### src/rtl/fnd_scan_counter.sv
// rtl/fnd_scan_counter.sv - four-digit BCD up/down counter with time-multiplexed 7-segment digit scanner
module fnd_scan_counter #(
    parameter int P_TICK_DIV = 50_000_000,
    parameter int P_SCAN_DIV = 50_000
) (
    input  logic        i_Clk,
    input  logic        i_Rst_n,
    input  logic        i_Run,
    input  logic        i_Up,
    input  logic        i_Clr,
    output logic [3:0]  o_Num,
    output logic [3:0]  o_Digit,
    output logic [15:0] o_Value,
    output logic        o_Carry
);

    localparam int TW = (P_TICK_DIV > 2) ? $clog2(P_TICK_DIV) : 1;
    localparam int SW = (P_SCAN_DIV > 2) ? $clog2(P_SCAN_DIV) : 1;
    localparam logic [TW-1:0] TICK_LAST = TW'(P_TICK_DIV - 1);
    localparam logic [SW-1:0] SCAN_LAST = SW'(P_SCAN_DIV - 1);

    logic [TW-1:0] tick_cnt;
    logic          tick;
    logic [15:0]   next_value;
    logic          wrap;

    logic [SW-1:0] scan_cnt;
    logic [1:0]    scan_idx;
    logic [1:0]    idx_next;
    logic          scan_last;
    logic [3:0]    sel_nibble;

    assign tick = i_Run && (tick_cnt == TICK_LAST);

    // Ripple the +1/-1 through the digits; the chain surviving past digit 3 is the wrap.
    always_comb begin
        next_value = o_Value;
        wrap       = 1'b1;
        for (int k = 0; k < 4; k++) begin
            if (wrap) begin
                if (i_Up) begin
                    if (o_Value[4*k +: 4] >= 4'd9) begin
                        next_value[4*k +: 4] = 4'd0;
                    end else begin
                        next_value[4*k +: 4] = o_Value[4*k +: 4] + 4'd1;
                        wrap = 1'b0;
                    end
                end else begin
                    if (o_Value[4*k +: 4] == 4'd0) begin
                        next_value[4*k +: 4] = 4'd9;
                    end else begin
                        next_value[4*k +: 4] = o_Value[4*k +: 4] - 4'd1;
                        wrap = 1'b0;
                    end
                end
            end
        end
    end

    always_ff @(posedge i_Clk or negedge i_Rst_n) begin
        if (!i_Rst_n) begin
            tick_cnt <= '0;
            o_Value  <= 16'h0000;
            o_Carry  <= 1'b0;
        end else if (i_Clr) begin
            tick_cnt <= '0;
            o_Value  <= 16'h0000;
            o_Carry  <= 1'b0;
        end else begin
            o_Carry <= 1'b0;
            if (i_Run) begin
                tick_cnt <= tick ? '0 : tick_cnt + 1'b1;
            end
            if (tick) begin
                o_Value <= next_value;
                o_Carry <= wrap;
            end
        end
    end

    assign scan_last = (scan_cnt == SCAN_LAST);
    assign idx_next  = scan_last ? scan_idx + 2'd1 : scan_idx;

    always_comb begin
        sel_nibble = o_Value[3:0];
        case (idx_next)
            2'd0: sel_nibble = o_Value[3:0];
            2'd1: sel_nibble = o_Value[7:4];
            2'd2: sel_nibble = o_Value[11:8];
            2'd3: sel_nibble = o_Value[15:12];
            default: sel_nibble = o_Value[3:0];
        endcase
    end

    // Digit select and nibble are registered from the same index so they always switch together.
    always_ff @(posedge i_Clk or negedge i_Rst_n) begin
        if (!i_Rst_n) begin
            scan_cnt <= '0;
            scan_idx <= 2'd0;
            o_Digit  <= 4'b1110;
            o_Num    <= 4'h0;
        end else begin
            scan_cnt <= scan_last ? '0 : scan_cnt + 1'b1;
            scan_idx <= idx_next;
            o_Digit  <= ~(4'b0001 << idx_next);
            o_Num    <= sel_nibble;
        end
    end

endmodule

### config.mk
export PLATFORM = sky130hd
export DESIGN_NAME = fnd_scan_counter
export DESIGN_NICKNAME = d
export VERILOG_FILES = /design/src/rtl/fnd_scan_counter.sv
export SDC_FILE = /design/constraint.sdc
export NUM_CORES = 1
export LEC_CHECK = 0
export CAP_MARGIN = 20
export CORE_ASPECT_RATIO = 0.7
export CORE_UTILIZATION = 64
export CTS_BUF_LIST = sky130_fd_sc_hd__clkbuf_8 sky130_fd_sc_hd__clkbuf_16
export CTS_CLUSTER_DIAMETER = 150
export DETAILED_ROUTE_END_ITERATION = 8
export DONT_BUFFER_PORTS = 1
export PLACE_DENSITY = 0.89
export SYNTH_ARGS = -nofsm -noshare
export SYNTH_HDL_FRONTEND = slang
export SYNTH_SLANG_ARGS = --single-unit
### constraint.sdc
create_clock -name i_Clk -period 2.5 [get_ports i_Clk]
set_clock_uncertainty 0.2 [all_clocks]
set_input_delay 0.625 -clock i_Clk [delete_from_list [all_inputs] [get_ports i_Clk]]
set_output_delay 0.625 -clock i_Clk [all_outputs]
set_load 0.02 [all_outputs]
==> impl_results.md <==
* Outcome: finished clean
* Worst setup path category: reg2reg
* Nets at 505
* Longest Clk Path Bufs at 2
* Rel. slew slack at 61.2%
* Register area share after synthesis at 40.7%
* Layout fillers at 419
* Vias in the first global route at 3587
* Final instance area at 4700 um^2
* Synth warn at 0
* Cell Area, Placed at 4430 um^2
* Post-DRT Antenna Nets at 0
* Die area at 6970 um^2
* Syn-to-layout area delta at 10.7%
* Crit. End Element: flop
* Area contributors post-synth: dfrtp_1 (39%), nor2_1 (5.5%), xor2_1 (4.7%), ha_1 (4.4%), xnor2_1 (2.9%)
* Vias at 3722
* Worst skew pair latency at 0.35 ns
* CP max stage cell: or4_4
* Worst hold path class: in2reg
* Post-synth EDFFs at 0
* Die width at 99.4 um
* Synthesized area per cell at 8.98 um^2
* Layout cells sized above 1 at 14.3%
* WP data required at 2.55 ns
* CTS tree: done
* Die height at 70.2 um
* Leak at 2.01 nW
* Period utilization at 95.0%
* Post-Syn Area at 4250 um^2
* Starting density of the core at 67.3%
* RSZ-0062 raised after global routing: no
* Drt drc at 0
* Crit-path leading delay family: simple AND/OR/NAND/NOR gates
* Crit path largest cell delay at 0.54 ns
* Post-Synthesis Cells at 473
* Worst EP arrival at 2.42 ns
* CP max FO at 11
* Wirelength, routed at 10200 um
* Root Buffer: clkbuf_8
* Post-detail-place hpwl at 6800 um
* Drt wl/cell at 18.0 um
* Startpoint class of the critical path: flop
* Post-CTS Setup Bufs at 0
* Commonest non-fill, non-tap cell in the layout: dfrtp_1
* #FFs+latches synth at 69
* Htree depth at 3
* Initial antenna violation count at 0
* Gr ovfl total at 0
* FMAX at 421 MHz
* Setup_tns at 0 ns
* Largest area contributor in the netlist: dfrtp_1
* IO Pins at 30
* Storage element area at 1730 um^2
* Placement Rows at 24
* Largest net degree at the start of global routing at 70
* Main synth FF type: dfrtp_1
* Maximum vdd ir drop at 341 uV
* Worst Max-Slew Pin Slew at 0.581 ns
* Total power at 2.22 mW
* Synth Net Count at 493
* Drt pass-1 iters at 5
* Port bufs at 0
* Inserted Clock Buffers at 9
* Max Slew Vio Count at 0
* Synth top area share at 38.9%
* Max-Cap Viols at 0
* Cell chain of the critical path: ha_2 -> nand2_1 -> or4_4 -> nor4_2 -> buf_4 -> nor2_1 -> a211oi_1
* Number of clock sinks at 69
* Buf/Inv on CP at 1
* Routability cong. at 0.849
* Flop2flop setup slack at 0.13 ns
* Worst slack, placed at 0.116 ns
* Commonest non-fill, non-tap cells in the layout: dfrtp_1 (66), nor2_1 (62), nand2_1 (32)
* DR iter-0 viols at 423
* Post-synthesis async set-or-reset flop share at 100%
* Pwr Density at 472 nW/um^2
* Number of diodes at 0
* Detail-routed via count per cell at 6.55
* Tmin final at 2.37 ns
* Core area at 6310 um^2
* Final hold viol count at 0
* Clock slew at reported path FFs at 0.08 ns
* First-pass GRT wire length at 17100 um
* Total track usage at 31.3%
* Netlist cell types at 65
* Final-report setup violation count at 0
* Area occupied by multi-input gates at 2340 um^2
* Final worst slack at 0.126 ns
## routing by layer
metal	GRT usage (%)	part of all wire [%]
met3	6.21	6.9
met4	10.3	2.3
met5	0	0
met1	42.5	44
met2	50.8	47
## logic make-up (layout without fill, tap and decap cells)
family	after synthesis	after routing	share of synthesized area, %
muxes	8	8	2.33
xor gates and xnor gates	37	37	7.63
buffers and inverters	46	63	4.39
AOI/OAI and AO/OA	96	96	15.2
and+or+nand+nor	202	202	25.3
adders and majority gates	15	15	4.42
DFF	69	69	40.7
## flip-flops by register name, indices dropped and copies added (netlist names)
signal    cells
o_Carry       1
scan_cnt     16
o_Value      16
tick_cnt     26
o_Digit       4
o_Num         4
scan_idx      2
## timing repair
action                                  in CTS  in global routing
gates resized for setup                      0                  3
hold buffers                                 2                  0
endpoints found under the setup margin       0                  6
endpoints found under the hold margin       69                  0
## worst paths after layout
check | startpoint | cells past startpoint | to
worst max-delay path | tick_cnt[0] | 7 | o_Value[11]
worst min-delay path | i_Clr | 1 | o_Value[15]
worst max register to register | tick_cnt[0] | 7 | o_Value[11]
worst min register to register | scan_cnt[13] | 1 | scan_cnt[13]
max in group asynchronous | i_Rst_n | 2 | o_Digit[2]
min in group asynchronous | i_Rst_n | 2 | o_Num[1]
## power breakdown
part	internal (mW)	switching, mW
logic	0.0227	0.0457
clock network	0.567	0.463
registers	1.12	0.00281
## Yosys cell counts (11+ instances only)
master    count
nor2_1       62
nor3_1       13
nand3_1      23
xor2_1       23
inv_1        20
a21oi_1      21
a211oi_1     15
and3_1       12
o21ai_0      17
dfrtp_1      66
xnor2_1      14
ha_1         15
nand2_1      32
clkbuf_1     16
nand4_1      11
## through the flow
stage          util, %  cells  hold WS, ns
2_1_floorplan        -    473        0.129
3_3_place_gp      70.2    550        0.131
3_5_place_dp      70.2    550        0.131
4_1_cts           74.3    568        0.116
5_1_grt           74.5    568        0.119
6_report          74.5    568        0.131
## worst reg2reg max path, stage by stage (launching register included)
cell	delay, ns
dfrtp_1	0.41
ha_2	0.22
nand2_1	0.10
or4_4	0.54
nor4_2	0.26
buf_4	0.23
nor2_1	0.07
a211oi_1	0.25
## area by class of cell
cell class	count	area share, %
tap	78	2.08
clock inverter	7	2.08
clock buffer	9	2.64
inverter	21	1.68
sequential	69	36.8
timing repair buffer	26	4.90
multi-input combinational	358	49.8
Power figures use the tool's default switching activity.
